===== src/rtl/uart_pkg.sv =====
// Shared UART types and constants.
package uart_pkg;

  localparam int unsigned UART_RX_FIFO_DEPTH_DEFAULT = 16;

  typedef struct packed {
    logic       parity_err;
    logic       frame_err;
    logic [7:0] word;
  } rx_fifo_entry_t;

endpackage


===== src/rtl/uart_fifo_mem.sv =====
// Generic WIDTH x DEPTH register array: synchronous write, combinational read.
module uart_fifo_mem #(
  parameter int unsigned WIDTH = 8,
  parameter int unsigned DEPTH = 16,
  parameter int unsigned AW    = $clog2(DEPTH)
) (
  input  logic             i_clk,
  input  logic             i_we,
  input  logic [AW-1:0]    i_waddr,
  input  logic [WIDTH-1:0] i_wdata,
  input  logic [AW-1:0]    i_raddr,
  output logic [WIDTH-1:0] o_rdata
);

  logic [WIDTH-1:0] mem_q [DEPTH];

  always_ff @(posedge i_clk) begin
    if (i_we) mem_q[i_waddr] <= i_wdata;
  end

  assign o_rdata = mem_q[i_raddr];

endmodule


===== src/rtl/uart_rx_fifo.sv =====
// UART receive FWFT FIFO with sticky overflow and almost-full feedback for RTS.
// Define UART_RX_FIFO_ERR_TAG_EN to store and present per-word frame/parity error tags.
module uart_rx_fifo
  import uart_pkg::*;
#(
  parameter int unsigned DEPTH   = UART_RX_FIFO_DEPTH_DEFAULT,
  parameter int unsigned DEPTH_W = $clog2(DEPTH)
) (
  input  logic               i_clk,
  input  logic               i_nrst,
  input  logic               i_rx_done,
  input  logic [7:0]         i_rx_word,
  input  logic               i_rx_frame_error,
  input  logic               i_rx_parity_error,
  input  logic               i_flush,
  input  logic               i_rd_req,
  input  logic [DEPTH_W:0]   i_almfull_level,
  input  logic               i_overflow_clr,
  output logic [7:0]         o_rd_data,
  output logic               o_rd_frame_error,
  output logic               o_rd_parity_error,
  output logic [DEPTH_W:0]   o_level,
  output logic               o_empty,
  output logic               o_full,
  output logic               o_almfull,
  output logic               o_overflow
);

  localparam logic [DEPTH_W:0] DEPTH_L = (DEPTH_W+1)'(DEPTH);

`ifdef UART_RX_FIFO_ERR_TAG_EN
  localparam int unsigned ENTRY_W = $bits(rx_fifo_entry_t);
`else
  localparam int unsigned ENTRY_W = 8;
`endif

  logic [DEPTH_W:0]   wr_ptr_q, wr_ptr_d;
  logic [DEPTH_W:0]   rd_ptr_q, rd_ptr_d;
  logic               overflow_q, overflow_d;
  logic [ENTRY_W-1:0] mem_wdata, mem_rdata;
  rx_fifo_entry_t     head;
  logic               empty, full, pop_ok, push_ok, ovf_set, mem_we;
  logic [DEPTH_W:0]   level, almfull_thr;

  assign level   = wr_ptr_q - rd_ptr_q;
  assign empty   = (wr_ptr_q == rd_ptr_q);
  assign full    = (wr_ptr_q[DEPTH_W] != rd_ptr_q[DEPTH_W]) &&
                   (wr_ptr_q[DEPTH_W-1:0] == rd_ptr_q[DEPTH_W-1:0]);
  assign pop_ok  = i_rd_req && !empty;
  assign push_ok = i_rx_done && (!full || pop_ok);
  assign ovf_set = i_rx_done && full && !pop_ok && !i_flush;
  assign mem_we  = push_ok && !i_flush;

  always_comb begin
    wr_ptr_d   = wr_ptr_q;
    rd_ptr_d   = rd_ptr_q;
    overflow_d = overflow_q;
    if (i_flush) begin
      wr_ptr_d = '0;
      rd_ptr_d = '0;
    end else begin
      if (push_ok) wr_ptr_d = wr_ptr_q + 1'b1;
      if (pop_ok)  rd_ptr_d = rd_ptr_q + 1'b1;
    end
    // set wins over a same-cycle clear
    if (i_overflow_clr) overflow_d = 1'b0;
    if (ovf_set)        overflow_d = 1'b1;
  end

  always_ff @(posedge i_clk or negedge i_nrst) begin
    if (!i_nrst) begin
      wr_ptr_q   <= '0;
      rd_ptr_q   <= '0;
      overflow_q <= 1'b0;
    end else begin
      wr_ptr_q   <= wr_ptr_d;
      rd_ptr_q   <= rd_ptr_d;
      overflow_q <= overflow_d;
    end
  end

`ifdef UART_RX_FIFO_ERR_TAG_EN
  assign mem_wdata = rx_fifo_entry_t'{parity_err: i_rx_parity_error,
                                      frame_err:  i_rx_frame_error,
                                      word:       i_rx_word};
  assign head      = rx_fifo_entry_t'(mem_rdata);
`else
  logic unused_err;
  assign unused_err = i_rx_frame_error ^ i_rx_parity_error;
  assign mem_wdata  = i_rx_word;
  assign head       = rx_fifo_entry_t'{parity_err: 1'b0, frame_err: 1'b0, word: mem_rdata};
`endif

  uart_fifo_mem #(
    .WIDTH (ENTRY_W),
    .DEPTH (DEPTH),
    .AW    (DEPTH_W)
  ) u_mem (
    .i_clk   (i_clk),
    .i_we    (mem_we),
    .i_waddr (wr_ptr_q[DEPTH_W-1:0]),
    .i_wdata (mem_wdata),
    .i_raddr (rd_ptr_q[DEPTH_W-1:0]),
    .o_rdata (mem_rdata)
  );

  // zero and out-of-range thresholds both collapse to DEPTH
  always_comb begin
    almfull_thr = i_almfull_level;
    if (i_almfull_level == '0 || i_almfull_level > DEPTH_L) almfull_thr = DEPTH_L;
  end

  assign o_level           = level;
  assign o_empty           = empty;
  assign o_full            = full;
  assign o_almfull         = (level >= almfull_thr);
  assign o_overflow        = overflow_q;
  assign o_rd_data         = empty ? '0 : head.word;
  assign o_rd_frame_error  = empty ? 1'b0 : head.frame_err;
  assign o_rd_parity_error = empty ? 1'b0 : head.parity_err;

endmodule


===== config.mk =====
export PLATFORM = sky130hd
export DESIGN_NAME = uart_rx_fifo
export DESIGN_NICKNAME = d
export VERILOG_FILES = /design/src/rtl/uart_pkg.sv /design/src/rtl/uart_fifo_mem.sv /design/src/rtl/uart_rx_fifo.sv
export SDC_FILE = /design/constraint.sdc
export NUM_CORES = 1
export LEC_CHECK = 0
export ABC_AREA = 1
export BUFFER_PORTS_ARGS = -buffer_cell sky130_fd_sc_hd__clkbuf_2
export CAP_MARGIN = 40
export CORE_MARGIN = 4
export CORE_UTILIZATION = 30
export CTS_BUF_LIST = sky130_fd_sc_hd__clkbuf_8
export CTS_CLUSTER_SIZE = 14
export DETAILED_ROUTE_END_ITERATION = 10
export REMOVE_ABC_BUFFERS = 1
export SYNTH_ARGS = -nofsm -noshare
export SYNTH_HDL_FRONTEND = slang
export SYNTH_HIERARCHICAL = 1
export SYNTH_SLANG_ARGS = --single-unit

===== constraint.sdc =====
create_clock -name i_clk -period 5.7 [get_ports i_clk]
set_clock_uncertainty 0.1 [all_clocks]
set_input_delay 1.14 -clock i_clk [delete_from_list [all_inputs] [get_ports i_clk]]
set_output_delay 1.14 -clock i_clk [all_outputs]
set_load 0.01 [all_outputs]

==> impl_metrics.env <==
export IMPL_largest_net_degree_at_the_start_of_global_routing=64
export IMPL_row_count=54
export IMPL_place_ws_ns=1.88
export IMPL_synthesis_yosys_warnings=6
export IMPL_die_span_x_um=157
export IMPL_cts_sinks=139
export IMPL_period_share=0.732
export IMPL_htree_num_levels=4
export IMPL_clkLatencyLatePin_ns=0.43
export IMPL_via_count_normalized_by_instance_count=4.59
export IMPL_ant_nets=0
export IMPL_run_status="finished clean"
export IMPL_netlist_top_cells_count="nand2_1 (201), edfxtp_1 (128), inv_1 (128), nand3_1 (111), nor2_1 (32)"
export IMPL_grt_first_pass_wirelength_um=24300
export IMPL_worstPathArrival_ns=2.93
export IMPL_groute_usage_overall=0.131
export IMPL_cts_path_max_buffers=2
export IMPL_critical_path_cell_chain="inv_1, ha_1, nand2_2, o21ai_0, xor2_1, ha_1, a21oi_1, o2111ai_1, clkbuf_2"
export IMPL_postCtsSetupBuffers=0
export IMPL_yosysSeqAreaShare=0.617
export IMPL_design_area_um2=7560
export IMPL_hold_path_end="o_overflow$_DFFE_PN0P_"
export IMPL_core_area_um2=21900
export IMPL_regToRegEndpoint="u_mem/mem_q[11][5]$_DFFE_PP_"
export IMPL_max_cap_viol_count=0
export IMPL_r2r_start="rd_ptr_q[3]$_DFFE_PN0P_"
export IMPL_reg2reg_setup_slack_ns=2.54
export IMPL_total_detailed_routing_wirelength_um=15800
export IMPL_detailedPlacementHpwl_um=9880
export IMPL_timing_final_crit_period_ns=4.17
export IMPL_synthesis_instances=694
export IMPL_area_delta_synth_final_pct=13.1
export IMPL_finalMaxSlewViolations=0
export IMPL_rsz0062_at_grt="false"
export IMPL_vias=4737
export IMPL_synth_main_ff_cell="edfxtp_1"
export IMPL_drt_iter0_drc=406
export IMPL_critical_path_slowest_cell="dfrtp_1"
export IMPL_worst_setup_hold_path_clk_slew_ns=0.07
export IMPL_cellLeakagePower_nw=3.37
export IMPL_design_final_nets=774
export IMPL_synth_seq_cells=139
export IMPL_floorplan_initialDensity=0.305
export IMPL_relSlewSlack=0.418
export IMPL_multi_input_area_um2=1880
export IMPL_number_of_enable_type_register_cells_in_the_synthesized_netlist=128
export IMPL_port_buffers=35
export IMPL_cp_data_required_time_ns=4.46
export IMPL_vertical_die_dimension_um=157
export IMPL_postPlaceCellArea_um2=7170
export IMPL_hold_path_startpoint="o_overflow$_DFFE_PN0P_"
export IMPL_cts_buffers_inserted=17
export IMPL_kind_of_launch_point_of_the_worst_setup_path="flop"
export IMPL_worst_ir_drop_vdd_uv=172
export IMPL_synth_most_common_cell="nand2_1"
export IMPL_grt_antenna_before_repair=0
export IMPL_worstHoldPathCells=2
export IMPL_timing_fmax_mhz=240
export IMPL_wl_met1_um=7300
export IMPL_met2WireLength_um=7140
export IMPL_design_portCount=40
export IMPL_detail_route_first_pass_iterations=5
export IMPL_top_layer_used="met4"
export IMPL_gpl_final_weighted_congestion=0.758
export IMPL_finalHoldViolations=0
export IMPL_fin_tns_setup_ns=0
export IMPL_synthDominantAreaCellType="edfxtp_1"
export IMPL_wl_per_cell_um=15.3
export IMPL_final_critical_path_setup_slack_ns=1.53
export IMPL_wl_met3_um=1010
export IMPL_cts_tree="done"
export IMPL_globalRoute_totalOverflow=0
export IMPL_critPathKind="reg2out"
export IMPL_final_core_utilization=0.345
export IMPL_synthArstFlopShare=0.0791
export IMPL_final_layout_size_suffix_gt1_frac=0.126
export IMPL_synth_avg_cell_area_um2=9.63
export IMPL_count_of_cell_types_in_the_netlist=28
export IMPL_ctsHoldBuffers=0
export IMPL_die_area_um2=24700
export IMPL_r2r_worst_path_cells=9
export IMPL_antenna_cells_inserted=0
export IMPL_timing_critical_path_to_type="output port"
export IMPL_crit_path_max_fanout=13
export IMPL_remaining_drc_errors=0
export IMPL_netlist_top_cells_area="edfxtp_1 (58%), nand2_1 (11%), nand3_1 (8.3%)"
export IMPL_ff_latch_area_um2=4120
export IMPL_finalSetupViolations=0
export IMPL_crit_path_frequent_cell="ha_1"
export IMPL_max_slew_worst_pin_slew_ns=0.869
export IMPL_synth_largest_type_area_fraction=0.575
export IMPL_root_buffer_cell="clkbuf_8"
export IMPL_timing_critical_path_slowest_cell_delay_ns=0.73
export IMPL_post_cts_resized=0
export IMPL_synth_cell_area_um2=6680
export IMPL_fill_cells=2248
export IMPL_powerDensity_nw_per_um2=321
export IMPL_via_count_of_the_first_global_routing_pass=4387
export IMPL_hp_class="reg2reg"
-- report_power, final --
group          switching (W)  total [W]  internal, W
Combinational       0.000359   0.000525     0.000167
Sequential         0.0000126    0.00114      0.00112
Clock               0.000378   0.000766     0.000388
Total               0.000749    0.00243      0.00168
-- registers in the layout, summed over array words and instances, names as in the netlist --
register     flops
rd_ptr_q         5
u_mem/mem_q    128
wr_ptr_q         5
o_overflow       1
-- per-layer routing --
metal	vias to the layer above	global-route usage
li1	2320	-
met1	2254	0.177
met2	139	0.198
met3	24	0.0426
met4	0	0.0488
met5	-	0
-- worst max-delay path: cells and delay by family, from the launching register on --
family,cells,cell delay (ns)
flops,1,0.73
buf+inv,2,0.25
compound gates,3,0.52
fa+ha+maj,2,0.66
simple gates,1,0.10
xor+xnor,1,0.25
-- cell usage in the layout, fill, tap and decap left out, drive strengths merged --
cell type    n
nand2      207
inv        135
edfxtp     128
nand3      112
clkbuf      52
nor2        33
buf         18
ha          12
nand4       11
dfrtp       11
clkinv       9
xor2         6
a21oi        4
o21ai        2
conb         2
bufinv       2
clkinvlp     2
nand3b       2
xnor2        1
nor3         1
o2111ai      1
o22ai        1
fa           1
-- through the flow --
step | std cells | hold WS [ns] | total power (W)
finish | 1033 | 0.445 | 0.00243
global route | 1033 | 0.450 | 0.00256
CTS | 1033 | 0.448 | 0.00245
detailed placement | 1001 | 0.436 | 0.00169
global placement | 991 | 0.419 | 0.00168
floorplan | 668 | 0.420 | 0.00149
-- cell type report --
cell class,count,area share
well taps,280,0.0464
multi-input cells,396,0.249
clock buffers,17,0.0310
inverters,133,0.0661
repair buffers,53,0.0430
clock inverters,15,0.0197
flip-flops and latches,139,0.545
-- cells by family (layout without fill, tap and decap cells) --
| logic type | Yosys count | after routing | share of synthesized area |
|---|---|---|---|
| XOR/XNOR | 7 | 7 | 0.00918 |
| AO/OA/AOI/OAI | 8 | 8 | 0.00674 |
| AND/OR/NAND/NOR | 366 | 366 | 0.239 |
| other | 1 | 2 | 0.000561 |
| adder cells (fa/ha/maj) | 13 | 13 | 0.0255 |
| flip-flops | 139 | 139 | 0.617 |
| buffers and inverters | 160 | 218 | 0.103 |
-- worst max path at each step --
stage	endpoint	from	depth (start not counted)
2_1_floorplan	o_almfull	rd_ptr_q[0]$_DFFE_PN0P_	9
3_3_place_gp	o_almfull	i_almfull_level[2]	12
3_5_place_dp	o_almfull	i_almfull_level[2]	12
4_1_cts	o_almfull	rd_ptr_q[3]$_DFFE_PN0P_	9
5_1_grt	o_almfull	rd_ptr_q[3]$_DFFE_PN0P_	11
6_report	o_almfull	rd_ptr_q[3]$_DFFE_PN0P_	9
(Power assumes the default switching activity.)
